==> src/rtl/cbm2_sched_pkg.sv <==
// Shared constants for the CBM-II system-cycle sequencer: bus slot identifiers
// and the width helper used to size the slot/subcycle counters.
package cbm2_sched_pkg;

    typedef enum logic [2:0] {
        SLOT_EXT = 3'd0,
        SLOT_CPU = 3'd1,
        SLOT_COP = 3'd2,
        SLOT_VID = 3'd3,
        SLOT_NOP = 3'd4
    } slot_id_e;

    // Bits needed to hold values 0..n-1, never less than one.
    function automatic int sched_width(input int n);
        return (n <= 2) ? 1 : $clog2(n);
    endfunction

endpackage

==> src/rtl/cbm2_sched_pixdiv.sv <==
// VIC pixel-enable divider: one pulse every PIX_DIV clk_sys cycles, restarted
// at every frame boundary and held cleared while the system is paused.
module cbm2_sched_pixdiv
    import cbm2_sched_pkg::*;
#(
    parameter int PIX_DIV = 4
) (
    input  logic clk_sys,
    input  logic reset,
    input  logic enable,
    input  logic frame_end,
    output logic pixel_en
);

    localparam int PW = sched_width(PIX_DIV);
    localparam logic [PW-1:0] PIX_MAX = PW'(PIX_DIV - 1);

    logic [PW-1:0] pix_cnt_r;

    // Divider count with synchronous clear.
    always_ff @(posedge clk_sys) begin
        if (reset || !enable || frame_end) begin
            pix_cnt_r <= '0;
        end else if (pix_cnt_r == PIX_MAX) begin
            pix_cnt_r <= '0;
        end else begin
            pix_cnt_r <= pix_cnt_r + PW'(1);
        end
    end

    assign pixel_en = enable && (pix_cnt_r == PIX_MAX);

endmodule

==> src/rtl/cbm2_cycle_sched.sv <==
// CBM-II system-cycle sequencer: slot/subcycle frame, refresh and pause windows,
// frame-aligned reset and pixel enable. Define CBM2_SCHED_DMA_EN for DMA slot stealing.
module cbm2_cycle_sched
    import cbm2_sched_pkg::*;
#(
    parameter  int SLOTS    = 5,
    parameter  int SUB      = 4,
    parameter  int RFSH_DIV = 8,
    parameter  int PIX_DIV  = 4,
    parameter  int DMA_SLOT = 4,
    localparam int SW       = sched_width(SLOTS + 1),
    localparam int SUBW     = sched_width(SUB)
) (
    input  logic             clk_sys,
    input  logic             reset,
    input  logic             reset_req,
    input  logic             pause,
    input  logic [SW-1:0]    active_slots,
    input  logic [1:0]       tail_len,
    input  logic [SLOTS-1:0] fast_mask,
    input  logic             dma_req,
    output logic [SW-1:0]    slot,
    output logic [SUBW-1:0]  sub,
    output logic             slot_valid,
    output logic             slot_first,
    output logic             slot_last,
    output logic             frame_end,
    output logic             phase,
    output logic             refresh,
    output logic             sys_enable,
    output logic             pause_out,
    output logic             sys_reset,
    output logic             io_cycle,
    output logic             pixel_en,
    output logic             dma_gnt
);

    localparam int RW = sched_width(RFSH_DIV);
    localparam logic [SUBW-1:0] SUB_MAX  = SUBW'(SUB - 1);
    localparam logic [SW-1:0]   SLOTS_W  = SW'(SLOTS);
    localparam logic [SW-1:0]   DMA_IDX  = SW'(DMA_SLOT);
    localparam logic [RW-1:0]   RFSH_MAX = RW'(RFSH_DIV - 1);

    logic [SW-1:0]   slot_cnt_r;
    logic [SUBW-1:0] sub_cnt_r;
    logic [1:0]      tail_cnt_r;
    logic            in_tail_r;
    logic [SW-1:0]   act_sh_r;
    logic [1:0]      tail_sh_r;
    logic [RW-1:0]   rfsh_cnt_r;
    logic            phase_r;
    logic            sys_enable_r;
    logic            sys_reset_r;
    logic            refresh_r;
    logic            run_r;

    logic [SW-1:0]   act_in_s;
    logic            last_slot_s;
    logic            slot_end_s;
    logic            frame_end_s;
    logic [SW-1:0]   nxt_slot_s;
    logic [SUBW-1:0] nxt_sub_s;
    logic [1:0]      nxt_tail_cnt_s;
    logic            nxt_in_tail_s;
    logic [SW-1:0]   slot_out_s;
    logic            base_valid_s;
    logic            dma_gnt_s;

    assign act_in_s    = ((active_slots == '0) || (active_slots > SLOTS_W)) ? SLOTS_W : active_slots;
    assign last_slot_s = (slot_cnt_r == (act_sh_r - SW'(1)));
    assign slot_end_s  = !in_tail_r && (sub_cnt_r == SUB_MAX);
    assign frame_end_s = (slot_end_s && last_slot_s && (tail_sh_r == 2'd0)) ||
                         (in_tail_r && (tail_cnt_r == (tail_sh_r - 2'd1)));

    // Next position in the frame: subcycles, then slots, then idle tail.
    always_comb begin
        nxt_slot_s     = slot_cnt_r;
        nxt_sub_s      = sub_cnt_r;
        nxt_tail_cnt_s = tail_cnt_r;
        nxt_in_tail_s  = in_tail_r;
        if (frame_end_s) begin
            nxt_slot_s     = '0;
            nxt_sub_s      = '0;
            nxt_tail_cnt_s = 2'd0;
            nxt_in_tail_s  = 1'b0;
        end else if (in_tail_r) begin
            nxt_tail_cnt_s = tail_cnt_r + 2'd1;
        end else if (sub_cnt_r == SUB_MAX) begin
            nxt_sub_s = '0;
            if (last_slot_s) begin
                nxt_in_tail_s = 1'b1;
            end else begin
                nxt_slot_s = slot_cnt_r + SW'(1);
            end
        end else begin
            nxt_sub_s = sub_cnt_r + SUBW'(1);
        end
    end

    // Frame counters plus everything that only changes at a frame boundary.
    always_ff @(posedge clk_sys) begin
        if (reset) begin
            slot_cnt_r   <= '0;
            sub_cnt_r    <= '0;
            tail_cnt_r   <= 2'd0;
            in_tail_r    <= 1'b0;
            act_sh_r     <= act_in_s;
            tail_sh_r    <= tail_len;
            rfsh_cnt_r   <= '0;
            phase_r      <= 1'b0;
            sys_enable_r <= 1'b0;
            sys_reset_r  <= 1'b1;
            refresh_r    <= 1'b0;
            run_r        <= 1'b0;
        end else begin
            run_r      <= 1'b1;
            slot_cnt_r <= nxt_slot_s;
            sub_cnt_r  <= nxt_sub_s;
            tail_cnt_r <= nxt_tail_cnt_s;
            in_tail_r  <= nxt_in_tail_s;
            refresh_r  <= frame_end_s && (rfsh_cnt_r == '0);
            if (frame_end_s) begin
                act_sh_r    <= act_in_s;
                tail_sh_r   <= tail_len;
                phase_r     <= ~phase_r;
                sys_reset_r <= reset_req;
                rfsh_cnt_r  <= (rfsh_cnt_r == RFSH_MAX) ? '0 : rfsh_cnt_r + RW'(1);
                // Pause is only honoured at the start of a refresh window.
                if (rfsh_cnt_r == '0) begin
                    sys_enable_r <= ~pause;
                end
            end
        end
    end

    assign slot_out_s   = (sys_enable_r && !in_tail_r) ? slot_cnt_r : '0;
    assign base_valid_s = sys_enable_r && !in_tail_r && (fast_mask[slot_cnt_r] || phase_r);

`ifdef CBM2_SCHED_DMA_EN
    logic dma_own_r;
    logic dma_sample_s;

    assign dma_sample_s = !nxt_in_tail_s && (nxt_slot_s == DMA_IDX) && (nxt_sub_s == '0);

    // Ownership is decided once, just before the DMA slot begins, and held for the slot.
    always_ff @(posedge clk_sys) begin
        if (reset) begin
            dma_own_r <= 1'b0;
        end else if (dma_sample_s) begin
            dma_own_r <= dma_req && sys_enable_r;
        end else if (slot_end_s && (slot_cnt_r == DMA_IDX)) begin
            dma_own_r <= 1'b0;
        end
    end

    assign dma_gnt_s = dma_own_r && base_valid_s && (slot_cnt_r == DMA_IDX);
`else
    assign dma_gnt_s = dma_req & 1'b0;
`endif

    cbm2_sched_pixdiv #(
        .PIX_DIV (PIX_DIV)
    ) u_pixdiv (
        .clk_sys   (clk_sys),
        .reset     (reset),
        .enable    (sys_enable_r),
        .frame_end (frame_end_s),
        .pixel_en  (pixel_en)
    );

    assign slot       = slot_out_s;
    assign sub        = sys_enable_r ? sub_cnt_r : '0;
    assign slot_valid = base_valid_s && !dma_gnt_s;
    assign slot_first = slot_valid && (sub_cnt_r == '0);
    assign slot_last  = slot_valid && (sub_cnt_r == SUB_MAX);
    assign frame_end  = frame_end_s;
    assign phase      = phase_r;
    assign refresh    = refresh_r;
    assign sys_enable = sys_enable_r;
    assign pause_out  = ~sys_enable_r;
    assign sys_reset  = sys_reset_r;
    assign io_cycle   = run_r && !in_tail_r && (slot_out_s == SW'(SLOT_EXT)) && (rfsh_cnt_r != RW'(1));
    assign dma_gnt    = dma_gnt_s;

endmodule

==> config.mk <==
export PLATFORM = sky130hd
export DESIGN_NAME = cbm2_cycle_sched
export DESIGN_NICKNAME = d
export VERILOG_FILES = /design/src/rtl/cbm2_sched_pkg.sv /design/src/rtl/cbm2_sched_pixdiv.sv /design/src/rtl/cbm2_cycle_sched.sv
export SDC_FILE = /design/constraint.sdc
export NUM_CORES = 1
export LEC_CHECK = 0
export CORE_UTILIZATION = 52
export CTS_CLUSTER_SIZE = 40
export DETAILED_ROUTE_END_ITERATION = 8
export PLACE_DENSITY = 0.84
export SYNTH_ARGS = -nofsm -noshare
export SYNTH_HDL_FRONTEND = slang
export SYNTH_SLANG_ARGS = --single-unit
==> constraint.sdc <==
create_clock -name clk_sys -period 5.9 [get_ports clk_sys]
set_clock_uncertainty 0.2 [all_clocks]
set_input_delay 1.18 -clock clk_sys [delete_from_list [all_inputs] [get_ports clk_sys]]
set_output_delay 1.18 -clock clk_sys [all_outputs]
set_load 0.02 [all_outputs]
# [Word level (Yosys, flattened, before mapping)]
# Index checks and enable logic that the tools add are counted.
[classes] add_sub_neg=7 multipliers=0 div=0 order_cmp=2 eq_ne=6 n_shift=0 muxes=15 n_bitwise=5 n_reduce_logical=30
[op_table] cell="$mux W3" n=5
[op_table] cell="$logic_and A1 B1 Y1" n=13
[op_table] cell="$logic_not A3 Y1" n=3
[op_table] cell="$mux W2" n=4
[op_table] cell="$add A2 B1 Y2 const B" n=3
[op_table] cell="$add A3 B1 Y3 const B" n=2
[op_table] cell="$logic_or A1 B1 Y1" n=5
[op_table] cell="$mux W1" n=5
[op_table] cell="$not A1 Y1" n=5
[op_table] cell="$eq A2 B2 Y1 const B" n=2
[op_table] cell="$logic_not A2 Y1" n=2
[op_table] cell="$lt A3 B4 Y1 const B" n=1
[op_table] cell="$reduce_or A2 Y1" n=2
[op_table] cell="$bmux W1 S3" n=1
[op_table] cell="$eq A3 B3 Y1" n=1
[op_table] cell="$eq A3 B3 Y1 const B" n=1
[op_table] cell="$gt A3 B3 Y1 const B" n=1
[op_table] cell="$ne A3 B1 Y1 const B" n=1
[op_table] cell="$reduce_and A3 Y1" n=1
[op_table] cell="$sub A3 B1 Y3 const B" n=1
[op_table] cell="$eq A2 B2 Y1" n=1
[op_table] cell="$logic_not A1 Y1" n=2
[op_table] cell="$reduce_and A2 Y1" n=1
[op_table] cell="$reduce_bool A2 Y1" n=1
[op_table] cell="$sub A2 B1 Y2 const B" n=1
[totals] register_bits=23 latch_bits=0 ram_bits=0 romBits=0 wordCells=78 n_memories=0

# [Longest topological paths before layout]
[logic_depth] ltp_word=7 mapped_depth=7 ltp_nobuf=6

# [Modules after synthesis]
# Synthesis repeated with hierarchy kept, for this count alone.
[hier_totals] hier_cells=131 hier_area_um2=1320.0
[modules_own_cells] mod="cbm2_cycle_sched" n_inst=1 cells_per_inst=124 area_per_inst_um2=1234.9 seq_area_each_um2=470.5
[modules_own_cells] mod="cbm2_sched_pixdiv" n_inst=1 cells_per_inst=7 area_per_inst_um2=85.1 seq_area_each_um2=40.0

# [Worst setup path before layout]
# No wires, ideal clock.
[synth_path] kind="input to output" startpoint="input port fast_mask[1]" endpoint="output port slot_first" t_arrival_ns=2.130 slack_ns=2.390 path_stages=4 n_path_buf=0 cell_sequence="mux4_2 nand2b_1 a21boi_1 and2_1"
[synth_between] elab_chain_len=5
[synth_lines] item="start: declaration" line_no="cbm2_cycle_sched.sv:20" text="input logic [SLOTS-1:0] fast_mask,"
[synth_lines] item="$bmux W1 S3" line_no="cbm2_cycle_sched.sv:137" text="assign base_valid_s = sys_enable_r && !in_tail_r && (fast_mask[slot_cnt_r] || phase_r);"
[synth_lines] item="$mux W1 (implied by the code)" line_no="cbm2_cycle_sched.sv:137"
[synth_lines] item="$logic_or A1 B1 Y1" line_no="cbm2_cycle_sched.sv:137"
[synth_lines] item="$logic_and A1 B1 Y1" line_no="cbm2_cycle_sched.sv:137"
[synth_lines] item="net slot_valid" line_no="cbm2_cycle_sched.sv:24" text="output logic slot_valid,"
[synth_lines] item="$logic_and A1 B1 Y1" line_no="cbm2_cycle_sched.sv:174" text="assign slot_first = slot_valid && (sub_cnt_r == '0);"
[synth_lines] item="end: declaration" line_no="cbm2_cycle_sched.sv:25" text="output logic slot_first,"
# The timed path passes the listed nets, and every way through them passes these cells. The select of a mux whose other input is x is not followed.

# [Final worst setup path]
[layout_path] startpoint="input port fast_mask[2]" endpoint="output port slot_first"
[layout_between] elab_chain_len=5
[layout_lines] item="$bmux W1 S3" line_no="cbm2_cycle_sched.sv:137"
[layout_lines] item="$mux W1 (implied by the code)" line_no="cbm2_cycle_sched.sv:137"
[layout_lines] item="$logic_or A1 B1 Y1" line_no="cbm2_cycle_sched.sv:137"
[layout_lines] item="$logic_and A1 B1 Y1" line_no="cbm2_cycle_sched.sv:137"
[layout_lines] item="$logic_and A1 B1 Y1" line_no="cbm2_cycle_sched.sv:174"
# No other way between the ends. The select of a mux whose other input is x is not followed.

==> impl_metrics.toml <==
[detailed_routing]
via_per_inst = 5.290
dr.pass1.iters = 4
drc = 0
wire_per_inst_um = 12.47
drt_iter0_drc = 9
route.met3.wl_um = 103
highest-signal-layer = "met4"
wirelength_mm = 2.319
ant_nets = 0
num_vias = 984
wl_met1_um = 983
met2_length_mm = 1.223

[critical_path]
critPathCaptureType = "primary output"
crit_start = "fast_mask[2]"
r2r_cells = 5
slowest_stage = "clkdlybuf4s50_1"
crit_top_cell = "clkdlybuf4s50_1"
path_cells = "clkdlybuf4s50_1 -> mux4_2 -> nand2b_1 -> a21boi_1 -> and2_1 -> clkdlybuf4s50_1"
reg2reg_from = "act_sh_r[0]"
crit_family = "buffers and inverters"
crit_buf_inv = 2
startpoint_type = "input port"
slowest_delay_ns = 0.61
worstPathRequired_ns = 4.52
rr_endpoint = "tail_sh_r[0]"
crit_arrival_ns = 2.93
critPathMaxFanout = 3
path_class = "in2out"
reg2reg_slack_ns = 3.79

[logic_synthesis]
yosys-top-cells-area = "dfxtp_1, edfxtp_1, ha_1"
synth_mux_area_frac = 0.04436
async_flop_share = 0
synth-edff-count = 5
synth.ff_latch_count = 23
synth.distinct_cells = 42
synth_fa_ha_area_frac = 0.09643
synth_area_mm2 = 0.001297
synth_xor_area_frac = 0.08390
synth_compound_area_frac = 0.09740
avgSynthCellArea_um2 = 9.981
yosysTopAreaCell = "dfxtp_1"
synth_cells = 130
ys.flop_type = "dfxtp_1"
yosysWarnings = 0
synth_top_family_by_area = "simple AND/OR/NAND/NOR gates"
ys_seq_area_frac = 0.3934
synth_top_area_frac = 0.2777
synth_simple_gate_area_frac = 0.2228
mappedNetlistNets = 155

[floorplanning]
fp.coreArea_mm2 = 0.002276
initial_core_util = 0.5701
die_w_um = 51.95
fp.dieH_um = 51.95
num_rows = 17
pin_count = 32
die_area_mm2 = 0.002699

[power]
p_clk_frac = 0.246
net-switching-power_mw = 0.07105
combPwrFrac = 0.151
seqPwrFrac = 0.603
swShare = 0.2486
power.density_mw_per_mm2 = 176.6
peakVddDrop_mv = 0.1518
p_int_mw = 0.2147
p_leak_nw = 0.6533

[place]
routabilityCongestion = 0.7727
hpwl_mm = 1.885
io_buffer_count = 29

[clock_tree]
clock-sinks = 23
cts_setup_buffers = 0
cts_resized = 0
cts-htree-levels = 1
clock_latency_ns = 0.31
cts_made_buffers = 3
cts.reportedPaths.clkPinSlew_ns = 0.11
hold_buffers = 0
cts_tree = "done"
cts-root-buf = "clkbuf_4"
clockBufferDepth = 2

[hold_path]
hold_path_class = "reg2reg"
min_from = "u_pixdiv.pix_cnt_r[0]"
hold_depth = 1
hold_end = "u_pixdiv.pix_cnt_r[0]"

[timing]
rsz0062_at_grt = "false"
finalCritPeriodShare = 0.7306
finalHoldViolCount = 0
slew_viol_final = 0
setup_violations = 0
fmax_mhz = 232.0
fin_crit_ns = 4.311
hold_slack_ns = 0.2824
timing.setup.tns_ns = 0

[global_route]
globalRouteTotalUtil = 0.2005
grt_overflow = 0
grt_max_degree = 16
grt_pass1_vias = 958
grt_pass1_wl_mm = 3.933
antenna_found_initial = 0

[cells_and_area]
finish.utilization = 0.7108
area_growth_pct = 24.69
layout.nets = 184
final_common_cell = "clkdlybuf4s50_1"
final_cell_mix = "clkdlybuf4s50_1, dfxtp_1, nor2_1"
antenna_cells = 0
layout-drive-gt1-share = 0.08861

[outcome]
status = "completed"

[job]
maxCapViolCount = 0
-- synth_stat cells (2+ instances only) --
library cell and count:
dfxtp_1 18, nor2_1 15, inv_1 12, ha_1 10, and2_1 7, nor3_1 6
edfxtp_1 5, nand2b_1 4, nand3_1 4, o21ai_0 4, nor2b_1 3, xnor2_1 3
xor2_1 3, a21oi_1 2, clkbuf_1 2, mux2i_1 2, nand2_1 2, o21bai_1 2
o31ai_1 2, xor2_2 2
-- worst max-delay path by stage --
stage,to,cells after the start
after detailed placement,slot_first,6
after global placement,slot_last,6
after global routing,slot_first,6
final,slot_first,6
after floorplan,slot_first,4
after CTS,slot_first,6
-- routing by layer --
| layer | global-route usage | vias up |
|---|---|---|
| li1 | - | 491 |
| met1 | 0.2085 | 466 |
| met2 | 0.3825 | 25 |
| met3 | 0.05556 | 2 |
| met4 | 0.05856 | 0 |
| met5 | 0 | - |
-- registers in the layout, indices dropped and copies added, names as in the netlist, 2 cells and up --
name                cells
u_pixdiv.pix_cnt_r      2
tail_cnt_r              2
rfsh_cnt_r              3
sub_cnt_r               2
tail_sh_r               2
act_sh_r                3
slot_cnt_r              3
-- stage by stage --
stage / cells / worst slack (ns) / area (um^2) / total power [mW]
global placement: 182 / 1.596 / 1592 / 0.2174
floorplan: 130 / 2.390 / 1297 / 0.2050
CTS: 186 / 1.556 / 1618 / 0.2894
detailed placement: 182 / 1.570 / 1592 / 0.2199
finish: 186 / 1.589 / 1618 / 0.2858
global route: 186 / 1.495 / 1618 / 0.3001
-- worst reg2reg max path: cells and delay by family (launching register included) --
family	cells	cell delay (ns)
buffers and inverters	1	0.06
adder cells (fa/ha/maj)	1	0.32
AND/OR/NAND/NOR	2	0.50
XOR/XNOR	1	0.30
flip-flops	1	0.41
-- kinds of logic (layout without fill, tap and decap cells) --
kind of cell | count (synthesis) | count (layout)
AOI/OAI and AO/OA | 17 | 17
xor gates and xnor gates | 9 | 9
adders and majority gates | 10 | 10
buffers and inverters | 17 | 45
DFF | 23 | 23
muxes | 4 | 4
other | 1 | 1
and+or+nand+nor | 49 | 49
-- cell type report --
type / instances / area [um^2]
fill: 181 / 658.1
multi-input combinational: 90 / 710.7
timing repair buffer: 29 / 290.3
sequential: 23 / 510.5
inverter: 12 / 45.04
tap: 28 / 35.03
clock buffer: 4 / 26.28
-- power groups by stage --
stage / clock [mW] / sequential, mW / combinational [mW]
2_1_floorplan: 0 / 0.174 / 0.0314
4_1_cts: 0.0729 / 0.173 / 0.0439
3_3_place_gp: 0 / 0.176 / 0.0419
5_1_grt: 0.0778 / 0.174 / 0.0487
3_5_place_dp: 0 / 0.176 / 0.0437
6_report: 0.0702 / 0.172 / 0.0432
Note: power is estimated with default switching activity, not from simulation.
